[src/rtl/thermal_pkg.sv]
// Shared types and helpers for the thermal sensor scanner.
package thermal_pkg;

    localparam int DEF_TEMP_WIDTH = 12;
    localparam int SAT_W          = 32;

    // Wide enough for any supported reading width; slice to the width in use.
    localparam logic [SAT_W-1:0] FAULT_TEMP = '1;

    typedef enum logic [1:0] {
        S_IDLE,
        S_SETTLE,
        S_START,
        S_WAIT
    } scan_state_e;

    // raw is zero-extended and offset sign-extended to SAT_W by the caller.
    // Two guard bits keep the sign and the overflow separate.
    function automatic logic [SAT_W-1:0] sat_add_offset(
        input logic [SAT_W-1:0] raw,
        input logic [SAT_W-1:0] offset,
        input int               width
    );
        logic [SAT_W+1:0] sum;
        logic [SAT_W+1:0] max_v;
        sum   = {2'b00, raw} + {{2{offset[SAT_W-1]}}, offset};
        max_v = '0;
        for (int i = 0; i < SAT_W; i++)
            if (i < width) max_v[i] = 1'b1;
        if (sum[SAT_W+1]) return '0;
        if (sum > max_v)  return max_v[SAT_W-1:0];
        return sum[SAT_W-1:0];
    endfunction

endpackage

[src/rtl/thermal_cal_sat.sv]
// Offset-add-and-clamp for one raw ADC reading; shared by all zones.
module thermal_cal_sat import thermal_pkg::*; #(
    parameter int TEMP_WIDTH = DEF_TEMP_WIDTH
) (
    input  logic [TEMP_WIDTH-1:0] raw,
    input  logic [TEMP_WIDTH-1:0] offset,
    output logic [TEMP_WIDTH-1:0] corrected
);

    logic [SAT_W-1:0] raw_x;
    logic [SAT_W-1:0] off_x;

    assign raw_x     = SAT_W'(raw);
    assign off_x     = SAT_W'($signed(offset));
    assign corrected = TEMP_WIDTH'(sat_add_offset(raw_x, off_x, TEMP_WIDTH));

endmodule

[src/rtl/thermal_sensor_scanner.sv]
// Round-robin scanner: one shared ADC, per-zone calibrated and saturated readings,
// timeout faults reported as maximum temperature.
module thermal_sensor_scanner import thermal_pkg::*; #(
    parameter  int NUM_ZONES      = 4,
    parameter  int TEMP_WIDTH     = DEF_TEMP_WIDTH,
    parameter  int SCAN_INTERVAL  = 1024,
    parameter  int SETTLE_CYCLES  = 8,
    parameter  int TIMEOUT_CYCLES = 255,
    localparam int ZW             = $clog2(NUM_ZONES)
) (
    input  logic                            clk,
    input  logic                            rst_n,
    input  logic                            enable,
    input  logic                            om_pulse,
    input  logic [NUM_ZONES*TEMP_WIDTH-1:0] cal_offset,
    output logic [ZW-1:0]                   adc_sel,
    output logic                            adc_start,
    input  logic                            adc_done,
    input  logic [TEMP_WIDTH-1:0]           adc_data,
    output logic [NUM_ZONES*TEMP_WIDTH-1:0] zone_temps,
    output logic [NUM_ZONES-1:0]            temp_valid,
    output logic [NUM_ZONES-1:0]            sensor_fault,
    output logic                            round_done
);

    localparam int IW = $clog2(SCAN_INTERVAL + 1);
    localparam int SW = $clog2(SETTLE_CYCLES + 1);
    localparam int TW = $clog2(TIMEOUT_CYCLES + 1);

    localparam logic [IW-1:0] INT_LAST  = IW'(SCAN_INTERVAL - 1);
    localparam logic [SW-1:0] SET_LAST  = SW'(SETTLE_CYCLES - 1);
    localparam logic [TW-1:0] TO_LAST   = TW'(TIMEOUT_CYCLES - 1);
    localparam logic [ZW-1:0] ZONE_LAST = ZW'(NUM_ZONES - 1);

    scan_state_e state, state_n;

    logic [IW-1:0] int_cnt;
    logic [SW-1:0] set_cnt;
    logic [TW-1:0] to_cnt;
    logic [ZW-1:0] zone;

    logic [NUM_ZONES-1:0][TEMP_WIDTH-1:0] temps_q;
    logic [TEMP_WIDTH-1:0]                corr;

    logic conv_ok, conv_to, conv_end, round_end, round_go;

    thermal_cal_sat #(.TEMP_WIDTH(TEMP_WIDTH)) u_cal (
        .raw       (adc_data),
        .offset    (cal_offset[zone*TEMP_WIDTH +: TEMP_WIDTH]),
        .corrected (corr)
    );

    // Done beats timeout when both land on the same WAIT cycle.
    assign conv_ok   = (state == S_WAIT) && adc_done;
    assign conv_to   = (state == S_WAIT) && !adc_done && (to_cnt == TO_LAST);
    assign conv_end  = conv_ok || conv_to;
    assign round_end = conv_end && ((zone == ZONE_LAST) || !enable);
    assign round_go  = (state == S_IDLE) && enable && ((int_cnt == INT_LAST) || om_pulse);

    always_ff @(posedge clk or negedge rst_n) begin
        if (!rst_n) state <= S_IDLE;
        else        state <= state_n;
    end

    always_comb begin
        state_n = state;
        case (state)
            S_IDLE:   if (round_go) state_n = S_SETTLE;
            S_SETTLE: if (set_cnt == SET_LAST) state_n = S_START;
            S_START:  state_n = S_WAIT;
            S_WAIT:   if (conv_end) state_n = round_end ? S_IDLE : S_SETTLE;
            default:  state_n = S_IDLE;
        endcase
    end

    // Preloading the interval counter makes the first enabled cycle start a round.
    always_ff @(posedge clk or negedge rst_n) begin
        if (!rst_n) begin
            int_cnt    <= INT_LAST;
            set_cnt    <= '0;
            to_cnt     <= '0;
            zone       <= '0;
            adc_sel    <= '0;
            adc_start  <= 1'b0;
            round_done <= 1'b0;
        end else begin
            adc_start  <= (state_n == S_START);
            round_done <= round_end;
            case (state)
                S_IDLE: begin
                    if (round_go) begin
                        int_cnt <= '0;
                        zone    <= '0;
                        adc_sel <= '0;
                        set_cnt <= '0;
                    end else if (enable) begin
                        int_cnt <= int_cnt + 1'b1;
                    end
                end
                S_SETTLE: set_cnt <= set_cnt + 1'b1;
                S_START:  to_cnt  <= '0;
                S_WAIT: begin
                    to_cnt <= to_cnt + 1'b1;
                    if (conv_end && !round_end) begin
                        zone    <= zone + 1'b1;
                        adc_sel <= zone + 1'b1;
                        set_cnt <= '0;
                    end
                end
                default: ;
            endcase
        end
    end

    always_ff @(posedge clk or negedge rst_n) begin
        if (!rst_n) begin
            temps_q      <= '0;
            temp_valid   <= '0;
            sensor_fault <= '0;
        end else begin
            for (int z = 0; z < NUM_ZONES; z++) begin
                temp_valid[z] <= conv_end && (zone == ZW'(z));
                if (conv_end && (zone == ZW'(z))) begin
                    temps_q[z]      <= conv_ok ? corr : FAULT_TEMP[TEMP_WIDTH-1:0];
                    sensor_fault[z] <= !conv_ok;
                end
            end
        end
    end

    assign zone_temps = temps_q;

endmodule

[config.mk]
export PLATFORM = sky130hd
export DESIGN_NAME = thermal_sensor_scanner
export DESIGN_NICKNAME = d
export VERILOG_FILES = /design/src/rtl/thermal_pkg.sv /design/src/rtl/thermal_cal_sat.sv /design/src/rtl/thermal_sensor_scanner.sv
export SDC_FILE = /design/constraint.sdc
export NUM_CORES = 1
export LEC_CHECK = 0
export CORE_UTILIZATION = 45
export CTS_BUF_LIST = sky130_fd_sc_hd__clkbuf_8
export DETAILED_ROUTE_END_ITERATION = 12
export HOLD_SLACK_MARGIN = 0.02
export PLACE_DENSITY = 0.79
export SYNTH_ARGS = -nofsm -noshare
export SYNTH_HDL_FRONTEND = slang
export SYNTH_SLANG_ARGS = --single-unit
export TNS_END_PERCENT = 50
[constraint.sdc]
create_clock -name clk -period 3.3 [get_ports clk]
set_input_delay 0.495 -clock clk [delete_from_list [all_inputs] [get_ports clk]]
set_output_delay 0.495 -clock clk [all_outputs]
set_load 0.03 [all_outputs]
# Yosys cells after proc, flatten, opt, wreduce, memory -nomap -nowiden

Cells that the tools add are included.

Bits in registers: 85
Bits of input ports: 65
Output and inout bits: 60
Word-level logic and storage cells: 85

$add $sub $neg: 5
Multiply operators: 1
$lt $le $gt $ge: 1
Equality and inequality tests: 12
Shift operators: 1
Mux-type cells: 22
Reductions and logical operators: 27

Operators by type and width:

| kind                                                            | count |
|---|---|
| two-way mux 12 bit                                              | 5 |
| indexed part select 48 x 7 -> 12 bit                            | 1 |
| greater-than comparator 34 x 12 -> 1 bit, second input constant | 1 |
| two-way mux 11 bit                                              | 2 |
| one-hot mux 8 bit (2 select lines)                              | 1 |
| adder 13 x 12 -> 14 bit                                         | 1 |
| one-hot mux 4 bit (3 select lines)                              | 1 |
| adder 11 x 1 -> 11 bit, second input constant                   | 1 |
| equality test 11 x 10 -> 1 bit, second input constant           | 1 |
| logical AND 1 bit                                               | 11 |
| equality test 2 bit, second input constant                      | 5 |
| two-way mux 2 bit                                               | 5 |
| adder 8 x 1 -> 8 bit, second input constant                     | 1 |
| equality test 8 bit, second input constant                      | 1 |
| two-way mux 4 bit                                               | 2 |
| one-hot mux 2 bit (4 select lines)                              | 1 |
| AND reduction 3 bit                                             | 2 |
| nonzero test 2 bit                                              | 3 |
| adder 4 x 1 -> 4 bit, second input constant                     | 1 |
| equality test 2 x 1 -> 1 bit, second input constant             | 2 |
| equality test 4 x 3 -> 1 bit, second input constant             | 1 |
| zero test 1 bit                                                 | 4 |
| zero test 2 bit                                                 | 2 |
| multiplier 2 x 2 -> 4 bit, second input constant                | 1 |
| other kinds (8)                                                 | 13 |

# Longest topological paths before layout

Word-level depth: 9
Gate-level depth with buffers: 13
Mapped depth without buffers: 11

# Hierarchy

Synthesis repeated with hierarchy kept, for this count alone.

Cell total of the unflattened synthesis: 410
Area, all modules: 4559.4 µm²

Modules (own cells, without submodules):

| module                 | instances | cells each | area each (µm²) | seq. area each (µm²) |
|---|---|---|---|---|
| thermal_sensor_scanner | 1         | 306        | 3784.9          | 2139.6 |
| thermal_cal_sat        | 1         | 104        | 774.5           | 0.0 |

# Worst setup path before layout

OpenSTA, ideal clock, no wires.

Path kind: flip-flop to flip-flop
From: register zone[0]
To: register temps_q, in the netlist zone_temps[2]
Library setup time: 0.121 ns
Arrival: 3.607 ns
Required time: 3.179 ns
Path slack: -0.428 ns
Stages on the path, launching flop included: 14
Buffers on the path: 4
Period minus slack after synthesis: 3.728 ns
Path through: dfrtp_1 > buf_2 > buf_1 > mux4_2 > ha_1 > buf_2 > a21oi_2 > o21ai_1 > or3b_1 > o221ai_2 > xnor2_1 > buf_4 > a21oi_2 > o22a_1

Cells in the longest elaborated chain, start to end: 9
Elaborated cells between the ends (all ways): 13
Classes of those cells: add/sub: 1; mul: 1; order compare: 1; shift: 1; mux: 7; reduce/logical: 2

Ends and longest elaborated chain:

| element                                  | RTL line                      | text |
|---|---|---|
| start, declared                          | thermal_sensor_scanner.sv:40  | `logic [ZW-1:0] zone;` |
| start signal, assigned                   | thermal_sensor_scanner.sv:105 | `zone <= zone + 1'b1;` |
| multiplier 2 x 2 -> 4 bit                | thermal_sensor_scanner.sv:49  | `.offset (cal_offset[zone*TEMP_WIDTH +: TEMP_WIDTH]),` |
| indexed part select 48 x 7 -> 12 bit     | thermal_sensor_scanner.sv:49  |  |
| adder 13 x 12 -> 14 bit                  | thermal_pkg.sv:26             | `sum = {2'b00, raw} + {{2{offset[SAT_W-1]}}, offset};` |
| greater-than comparator 34 x 12 -> 1 bit | thermal_pkg.sv:31             | `if (sum > max_v) return max_v[SAT_W-1:0];` |
| two-way mux 1 bit (2 in a row)           | thermal_pkg.sv:31             |  |
| two-way mux 12 bit                       | thermal_pkg.sv:32             | `return sum[SAT_W-1:0];` |
| two-way mux 12 bit                       | thermal_pkg.sv:31             |  |
| two-way mux 12 bit                       | thermal_sensor_scanner.sv:124 | `temps_q[z] <= conv_ok ? corr : FAULT_TEMP[TEMP_WIDTH-1:0];` |
| end signal, assigned by index            | thermal_sensor_scanner.sv:124 |  |
| end, declared                            | thermal_sensor_scanner.sv:42  | `logic [NUM_ZONES-1:0][TEMP_WIDTH-1:0] temps_q;` |

Parallel ways exist; a longest one is shown, timed or not. The select of a mux whose other input is x is not followed.
A chain may end at the register's enable or synchronous reset.

# Worst setup path in the final report

From: register zone[0]
To: register temps_q, in the netlist zone_temps[4]

The elaborated chain is that of the path after synthesis.

==> impl_results.md <==
- Status: finished clean
- Tightest Hold Check Type: input pin to asynchronous set/reset pin
- HPWL reported at the end of detailed placement: about 8.8 mm
- Setup slack after layout: 144 ps
- Post-layout min period: 3160 ps
- Syn nets: 505
- Sink Count: between 80 and 90
- Dpl ws: -184 ps
- First-pass GRT wire length: 18.5 mm
- Final Cell Area: 6310 µm²
- Final hold vios: 0
- CP Max Fanout: 8
- Critical path class: flip-flop to flip-flop
- Unrepaired setup endpoints after global routing: no
- Nets@finish: around 660
- Port buffer count: 124
- DR WL/cell: 16.0 µm
- Core box area: 9730 µm²
- Layout cells sized above 1: 16.2%
- Die width: 102 µm
- Worst-case clock buffer depth: 2
- Final setup vio count: 0
- 1st-iter DRT viols: 150
- Die height: 102 µm
- Pwr Density: between 1000 and 1500 nW/µm²
- Mapped Area: 4480 µm²
- Max-cap violations: 0
- GPL Wtd Cong: 0.830
- Antenna-violating nets left: 0
- Tcrit/Tclk final: between 90 and 100%
- Vias/cell: between 5 and 6
- Synth area leader: dfrtp_1
- Total power: 6.78 mW
- Yosys warns: 0
- Post-synth EDFFs: 0
- Min Hold Slack: 292 ps
- GRT overflow: 0
- Hold buffers post-CTS: 0
- Final WL: 11.3 mm
- LEAKAGE: 2.66 nW
- Asr flop ratio synth: 100%
- Main synth FF type: dfrtp_1
- Final slew viol count: 0
- Post-DP Area: 6040 µm²
- Share of the synthesized area in the top cell type: around two fifths
- Critical Path RT: 3610 ps
- Post-Synthesis Cells: 418
- Total negative slack: 0 ps
- Worst-Skew Late Latency: 370 ps
- CP arrival: 3470 ps
- Peak Freq: between 0.3 and 0.4 GHz
- Reg clk slew, reported paths: 100 ps
- Non-filler instance count after layout: 708
- CTS tree: built
- Root buffer cell: clkbuf_8
- FF+latch count, synth: 85
- Die area: ~10000 µm²
- Sequential-to-total area share from yosys stat: 47.8%
- Crit path capture type: flip-flop
- Fin util: 64.8%
- Largest net degree at the start of global routing: 86
- Synth top cells by count: 75 x dfrtp_1, 43 x nor2_1, 32 x o22a_1
- Syn-to-layout area delta: 40.8%
- CTS H-tree lvls: 3
- Worst VDD drop: 0.525 mV
- Vias in the first global route: 3927
- Top post-synthesis cells by area: dfrtp_1 42%, o22a_1 6.3%, mux4_2 6.0%
- Mean Syn Cell Area: around 11 µm²
- FP Rows: 36
- Measured slew at the worst slew-check pin: about 1000 ps
- Ant diodes: 0
- Library cells used by synthesis: 50
- # IOs: 125
- Starting Density: 46.0%
- Placed insts: 687
- Residual DRC: 0
- Total track usage: a little under a quarter
- Setup Skew: 10.6 ps
- DR pass1 iterations: 4
- Top-count cell post-synth: dfrtp_1
- Antenna violations before repair: 0
- CTS Buf Count: 9
- Worst rel slew slack: 30.6%
- Crit path launch type: flip-flop
- Via count: 3832
==> what timing repair did <==
action | in CTS | in global routing
resized for setup | 1 | 4
endpoints found under the setup margin | 33 | 48
gates cloned | 0 | 0
setup buffers | 0 | 5
==> metal layers <==
| layer | vias to the layer above | part of all wire [%] | track usage (%) |
|---|---|---|---|
| met5 | - | 0 | 0 |
| li1 | 1828 | - | - |
| met3 | 17 | 4.7 | 5.24 |
| met1 | 1886 | 42 | 29.5 |
| met4 | 0 | 1.3 | 6.13 |
| met2 | 101 | 52 | 40.7 |
==> placed cells by master, fill, tap and decap left out, types with 7 or more instances in the layout <==
cell and n:
buf_4 33, xor2_1 12, o22a_1 32, nor2_1 43
mux4_2 12, xnor2_1 7, ha_1 21, dfrtp_1 74
nand2_1 31, a21oi_2 14, o21ai_0 15, inv_1 15
dfstp_2 10, nand4_1 9, clkdlybuf4s50_1 123, a21o_1 8
a21oi_1 25, clkbuf_8 9, nand3_1 8
==> cells by family (layout without fill, tap and decap cells) <==
group | count (synthesis) | count (layout) | synth area share, %
mux | 14 | 14 | 6.48
simple gates | 125 | 125 | 13.1
buf+inv | 32 | 189 | 2.91
compound gates | 121 | 121 | 19.7
flops | 85 | 85 | 47.8
fa+ha+maj | 22 | 22 | 6.31
xor+xnor | 19 | 19 | 3.72
==> worst max-delay path, stage by stage, from the launching register on <==
cell,delay [ps]
dfrtp_4,490
buf_12,150
buf_4,130
mux4_2,410
ha_1,220
a21oi_2,150
o21ai_1,100
or3b_1,400
o221ai_2,170
xnor2_1,120
buf_4,190
buf_12,130
a21oi_2,230
o22a_1,200
==> power breakdown <==
group          internal [mW]  switching, mW  total, mW
Combinational           1.94           2.26       4.20
Sequential              1.49          0.364       1.85
Clock                  0.300          0.425      0.726
==> flip-flops by register name (all words and copies together) (netlist names) <==
register and flops:
zone_temps 48, int_cnt 11, to_cnt 8, sensor_fault 4, set_cnt 4, temp_valid 4
state 2, zone 2, adc_start 1, round_done 1
==> final cells by class <==
| type | instances | area (µm²) |
|---|---|---|
| fillers | 785 | 3420 |
| well taps | 133 | 166 |
| multi-input cells | 301 | 2220 |
| clock buffers | 9 | 124 |
| inverters | 15 | 56.3 |
| flip-flops and latches | 85 | 2140 |
| clock inverters | 7 | 76.3 |
| repair buffers | 158 | 1520 |
==> final timing paths <==
path | start | endpoint | slack (ps) | cells past startpoint
worst max-delay path | zone[0]$_DFFE_PN0P_ | zone_temps[4]$_DFFE_PN0P_ | 140 | 13
worst min-delay path | rst_n | temp_valid[3]$_DFF_PN0_ | 290 | 1
worst max register to register | zone[0]$_DFFE_PN0P_ | zone_temps[4]$_DFFE_PN0P_ | 140 | 13
worst min register to register | int_cnt[1]$_DFFE_PN1P_ | int_cnt[1]$_DFFE_PN1P_ | 510 | 2
max in group asynchronous | rst_n | zone[0]$_DFFE_PN0P_ | 2220 | 1
min in group clk | int_cnt[1]$_DFFE_PN1P_ | int_cnt[1]$_DFFE_PN1P_ | 510 | 2
Note: power is estimated with default switching activity, not from simulation.
